### src/rtl/imem_pkg.sv
// Shared instruction-memory constants and loader state encoding.
package imem_pkg;

  localparam int          IMEM_ADDR_W   = 10;
  localparam int          IMEM_DEPTH    = 1024;
  localparam logic [31:0] IMEM_NOP_WORD = 32'hFFFF_FFFF;

  // The CPU decodes an all-ones word as NOP; keep both views in one place.
  localparam logic [31:0] CPU_NOP_INSN = IMEM_NOP_WORD;
  localparam logic [5:0]  CPU_OPC_NOP  = 6'h3F;

  localparam int LEN_W = 16;

  typedef enum logic [2:0] {
    IDLE, LEN_HI, LEN_LO, DATA, CSUM, FILL, DONE, ERROR
  } state_e;

endpackage

### src/rtl/imem_word_packer.sv
// Packs an accepted byte stream MSB-first into 32-bit words.
module imem_word_packer (
  input  logic        clk,
  input  logic        rst_n,
  input  logic        clr,
  input  logic        byte_vld,
  input  logic [7:0]  byte_in,
  output logic        word_vld,
  output logic [31:0] word
);

  logic [1:0]  cnt_q, cnt_d;
  logic [23:0] sh_q, sh_d;

  always_comb begin
    cnt_d = cnt_q;
    sh_d  = sh_q;
    if (clr) begin
      cnt_d = '0;
      sh_d  = '0;
    end else if (byte_vld) begin
      cnt_d = cnt_q + 2'd1;
      sh_d  = {sh_q[15:0], byte_in};
    end
  end

  // The fourth byte completes the word combinationally; the caller registers it.
  assign word_vld = byte_vld && (cnt_q == 2'd3);
  assign word     = {sh_q, byte_in};

  always_ff @(posedge clk or negedge rst_n) begin
    if (!rst_n) begin
      cnt_q <= '0;
      sh_q  <= '0;
    end else begin
      cnt_q <= cnt_d;
      sh_q  <= sh_d;
    end
  end

endmodule

### src/rtl/imem_loader.sv
// Boot loader owning the imem write port: length header, big-endian words, NOP fill.
// Define IMEM_LOADER_CHECKSUM_EN to require a trailing XOR checksum byte.
module imem_loader
  import imem_pkg::*;
#(
  parameter int          ADDR_W   = IMEM_ADDR_W,
  parameter int          DEPTH    = IMEM_DEPTH,
  parameter logic [31:0] NOP_WORD = IMEM_NOP_WORD
) (
  input  logic              clk,
  input  logic              rst_n,
  input  logic              start,
  input  logic              in_valid,
  output logic              in_ready,
  input  logic [7:0]        in_data,
  output logic              wr_en,
  output logic [ADDR_W-1:0] wr_addr,
  output logic [31:0]       wr_data,
  output logic              busy,
  output logic              cpu_run,
  output logic              err,
  output logic [15:0]       words_loaded
);

  state_e              state_q, state_d;
  logic                in_ready_q, in_ready_d;
  logic                wr_en_q, wr_en_d;
  logic [ADDR_W-1:0]   wr_addr_q, wr_addr_d;
  logic [31:0]         wr_data_q, wr_data_d;
  logic                err_q, err_d;
  logic [LEN_W-1:0]    wl_q, wl_d;
  logic [LEN_W-1:0]    len_q, len_d;
  logic [LEN_W:0]      fill_q, fill_d;
  logic                fire, clr, word_vld;
  logic [31:0]         word;

  assign fire = in_valid && in_ready_q;

  imem_word_packer u_packer (
    .clk      (clk),
    .rst_n    (rst_n),
    .clr      (clr),
    .byte_vld (fire && (state_q == DATA)),
    .byte_in  (in_data),
    .word_vld (word_vld),
    .word     (word)
  );

`ifdef IMEM_LOADER_CHECKSUM_EN
  logic [7:0] csum_q, csum_d;

  always_comb begin
    csum_d = csum_q;
    if (clr)                            csum_d = '0;
    else if (fire && state_q != CSUM)   csum_d = csum_q ^ in_data;
  end

  always_ff @(posedge clk or negedge rst_n) begin
    if (!rst_n) csum_q <= '0;
    else        csum_q <= csum_d;
  end
`endif

  always_comb begin
    state_d   = state_q;
    len_d     = len_q;
    fill_d    = fill_q;
    err_d     = err_q;
    wl_d      = wl_q;
    wr_en_d   = 1'b0;
    wr_addr_d = wr_addr_q;
    wr_data_d = wr_data_q;
    clr       = 1'b0;
    case (state_q)
      IDLE, DONE, ERROR: if (start) begin
        state_d = LEN_HI;
        err_d   = 1'b0;
        len_d   = '0;
        wl_d    = '0;
        clr     = 1'b1;
      end
      LEN_HI: if (fire) begin
        len_d[15:8] = in_data;
        state_d     = LEN_LO;
      end
      LEN_LO: if (fire) begin
        len_d[7:0] = in_data;
        fill_d     = {1'b0, len_d};
        if ({1'b0, len_d} > (LEN_W+1)'(DEPTH)) begin
          state_d = ERROR;
          err_d   = 1'b1;
        end else if (len_d == '0) begin
          state_d = FILL;
        end else begin
          state_d = DATA;
        end
      end
      DATA: begin
        if (word_vld) begin
          wr_en_d   = 1'b1;
          wr_addr_d = wl_q[ADDR_W-1:0];
          wr_data_d = word;
          wl_d      = wl_q + 16'd1;
        end
`ifdef IMEM_LOADER_CHECKSUM_EN
        if (word_vld && wl_d == len_q) state_d = CSUM;
`else
        // Leave only once the last word's strobe has gone out.
        if (!word_vld && wl_q == len_q) state_d = FILL;
`endif
      end
`ifdef IMEM_LOADER_CHECKSUM_EN
      CSUM: if (fire) begin
        if (in_data == csum_q) begin
          state_d = FILL;
        end else begin
          state_d = ERROR;
          err_d   = 1'b1;
        end
      end
`endif
      FILL: begin
        if (fill_q == (LEN_W+1)'(DEPTH)) begin
          state_d = DONE;
        end else begin
          wr_en_d   = 1'b1;
          wr_addr_d = fill_q[ADDR_W-1:0];
          wr_data_d = NOP_WORD;
          fill_d    = fill_q + 17'd1;
        end
      end
      default: state_d = IDLE;
    endcase

    in_ready_d = (state_d == LEN_HI) || (state_d == LEN_LO) ||
                 ((state_d == DATA) && (wl_d != len_d));
`ifdef IMEM_LOADER_CHECKSUM_EN
    if (state_d == CSUM) in_ready_d = 1'b1;
`endif
  end

  always_ff @(posedge clk or negedge rst_n) begin
    if (!rst_n) begin
      state_q    <= IDLE;
      in_ready_q <= 1'b0;
      wr_en_q    <= 1'b0;
      wr_addr_q  <= '0;
      wr_data_q  <= '0;
      err_q      <= 1'b0;
      wl_q       <= '0;
      len_q      <= '0;
      fill_q     <= '0;
    end else begin
      state_q    <= state_d;
      in_ready_q <= in_ready_d;
      wr_en_q    <= wr_en_d;
      wr_addr_q  <= wr_addr_d;
      wr_data_q  <= wr_data_d;
      err_q      <= err_d;
      wl_q       <= wl_d;
      len_q      <= len_d;
      fill_q     <= fill_d;
    end
  end

  assign in_ready     = in_ready_q;
  assign wr_en        = wr_en_q;
  assign wr_addr      = wr_addr_q;
  assign wr_data      = wr_data_q;
  assign err          = err_q;
  assign words_loaded = wl_q;
  assign cpu_run      = (state_q == DONE);
  assign busy         = !((state_q == IDLE) || (state_q == DONE) || (state_q == ERROR));

endmodule

### config.mk
export PLATFORM = sky130hd
export DESIGN_NAME = imem_loader
export DESIGN_NICKNAME = d
export VERILOG_FILES = /design/src/rtl/imem_pkg.sv /design/src/rtl/imem_word_packer.sv /design/src/rtl/imem_loader.sv
export SDC_FILE = /design/constraint.sdc
export NUM_CORES = 1
export LEC_CHECK = 0
export BUFFER_PORTS_ARGS = -buffer_cell sky130_fd_sc_hd__buf_4
export CAP_MARGIN = 20
export CORE_AREA = 2 2 103 130
export CTS_BUF_LIST = sky130_fd_sc_hd__clkbuf_8
export DETAILED_ROUTE_END_ITERATION = 10
export DIE_AREA = 0 0 105 132
export MAX_ROUTING_LAYER = met4
export PLACE_DENSITY = 0.69
export SYNTH_ARGS = -nofsm -noshare
export SYNTH_HDL_FRONTEND = slang
export SYNTH_SLANG_ARGS = --single-unit
### constraint.sdc
create_clock -name clk -period 3 [get_ports clk]
set_input_delay 0.3 -clock clk [delete_from_list [all_inputs] [get_ports clk]]
set_output_delay 0.3 -clock clk [all_outputs]
set_load 0.1 [all_outputs]
==> qor.yml <==
die_x_um: 105
yosysTopAreaCellShare_pct: 49.8
powerDensity_nw_per_um2: 1130
drive_above_1_share_pct: 17.3
hold_viol_final: 0
clockBufferDepth: 2
drt_iter0_markers: 456
grt_usage_pct: 26.7
grt_first_pass_wirelength_um: 28200
post-cts-setup-buffers: 0
synth.net_count: 709
synth_edf_count: 0
critPathSlowestCell: "or4b_4"
layout_common_cells: "dfrtp_1, nand2_1, buf_4, nor2_1, o21ai_0"
postRouteAntennaNets: 0
leakage_nw: 3.31
core_area_um2: 12500
cp-start-kind: "register"
synthTopCellsByArea: "dfrtp_1, nand2_1, o21ai_0"
clk_pin_slew_ps: 80
path_cells: "or4b_4 -> and2_1 -> a31oi_1 -> xor2_1 -> nand4_1 -> nor4_1 -> a41oi_1"
end_kind: "register"
hp-class: "primary input to register"
mostFrequentLayoutCell: "dfrtp_1"
synth-seq-area-share_pct: 49.8
synth_top_cell_by_area: "dfrtp_1"
max-slew-margin-rel_pct: 56.4
fin_nets: 776
cts_max_level: 4
wl_per_cell_um: 18.5
rsz0062_at_grt: "no"
vias_per_cell: 5.86
num_io_pins: 75
cts.sinks: 123
grt_max_degree: 66
fin_util_pct: 58.3
r2r_start: "state_q[0]"
finalSetupTns_ps: 0
setup_viol: 0
place_hpwl_um: 12400
ys_ff_latch: 123
fin_crit_ps: 2580
synthArstFlopShare_pct: 100
die_h_um: 132
ir_worst_vdd_v: 0.000676
grt_pass1_vias: 5290
min-delay-start: "in_data[1]"
ys_types: 59
hold_ws_ps: 142
synthFlopType: "dfrtp_1"
cts_tree: "built"
netlist_area_um2: 6180
area_delta_synth_final_pct: 18.5
post-route-period-util_pct: 86.0
grt.overflow.total: 0
initial_core_util_pct: 49.2
status: "finished, final reports clean"
vias: 5513
drc: 0
numCtsBuffers: 17
slew_viol_final: 0
power_w: 0.00827
die-area_um2: 13900
cp.arrival_ps: 2880
clockRootBuffer: "clkbuf_8"
ys_warn_count: 0
place.gp.congestion: 0.911
worst_pin_slew_ps: 654
grt_antenna_before_repair: 0
worstSetupPathType: "register to register"
max_freq_mhz: 388
num-fill-cells: 1166
insertedDiodeCount: 0
syn_area_per_cell_um2: 8.91
skew_ps: 14.7
worstSetupStartpoint: "state_q[0]"
path_max_fanout: 13
slowest_delay_ps: 620
cap_violations: 0
rows: 46
drt_wl_total_um: 17400
drtPass1Iterations: 6
clk_latency_ps: 430
syn_inst: 693
io_buffers: 74
cp.required_ps: 3300
-- per-stage QoR --
step	cells	setup slack, ps	instance area [um^2]
2_1_floorplan	693	177	6180
3_3_place_gp	908	425	6890
3_5_place_dp	908	344	6890
4_1_cts	941	321	7320
5_1_grt	941	175	7320
6_report	941	421	7320
-- logic make-up (layout without fill, tap and decap cells) --
group                    Yosys count  after routing  synth area share [%]
multiplexers                      11             11                  1.82
AO/OA/AOI/OAI                    185            185                  18.0
AND/OR/NAND/NOR                  278            278                  21.1
XOR/XNOR                          31             31                  4.40
flip-flops                       123            123                  49.8
buffers and inverters             61            141                  4.01
adder cells (fa/ha/maj)            4              4                 0.810
-- flip-flops by register name (all words and copies together) (netlist names), 2 cells and up --
signal,cells
len_q,16
fill_q,17
u_packer.sh_q,24
wr_addr,10
wr_data,32
state_q,3
u_packer.cnt_q,2
words_loaded,16
-- layout make-up --
cell class	count	area, um^2	area share, %
flip-flops and latches	123	3080	42.1
repair buffers	90	678	9.27
clock inverters	15	185	2.53
clock buffers	17	234	3.20
inverters	19	71.3	0.975
multi-input cells	509	2860	39.1
well taps	168	210	2.87
-- power breakdown --
part	leakage (nW)	switching [W]	internal (W)
Sequential	1.49	0.000539	0.00221
Clock	0.213	0.000724	0.000838
Combinational	1.61	0.00296	0.00100
Total	3.31	0.00422	0.00405
-- worst paths after layout --
kind / end / slack (ps) / depth (start not counted)
setup / recovery: in_ready / 420 / 7
hold / removal: wr_data[1] / 140 / 3
setup reg to reg: in_ready / 420 / 7
hold reg to reg: wr_data[29] / 480 / 2
max in group asynchronous: wr_data[2] / 1740 / 3
min in group asynchronous: wr_data[16] / 430 / 2
-- cells in the mapped netlist, drive strengths merged (9+ instances only) --
master,count
a21oi,56
dfrtp,123
and3,11
mux2i,9
nand2,118
nand3,21
nor4,12
inv,19
nor2,70
buf,13
xor2,26
o21ai,67
clkbuf,29
-- critical path: cells and delay by family, from the launching register on --
kind	cells	cell delay (ps)
xor gates and xnor gates	1	180
AOI/OAI and AO/OA	2	430
DFF	1	510
and+or+nand+nor	4	1330
-- metal layers --
metal / track usage [%] / part of all wire, %
met5: - / 0
met4: 10.1 / 3.4
met3: 4.45 / 4.8
met2: 43.4 / 49
met1: 33.4 / 42
-- timing repair --
item / CTS / global route
hold endpoints to repair: 45 / 0
gates resized for setup: 0 / 1
endpoints found under the setup margin: 0 / 1
hold buffers: 1 / 0
No activity file was read; power rests on OpenSTA's default activity.
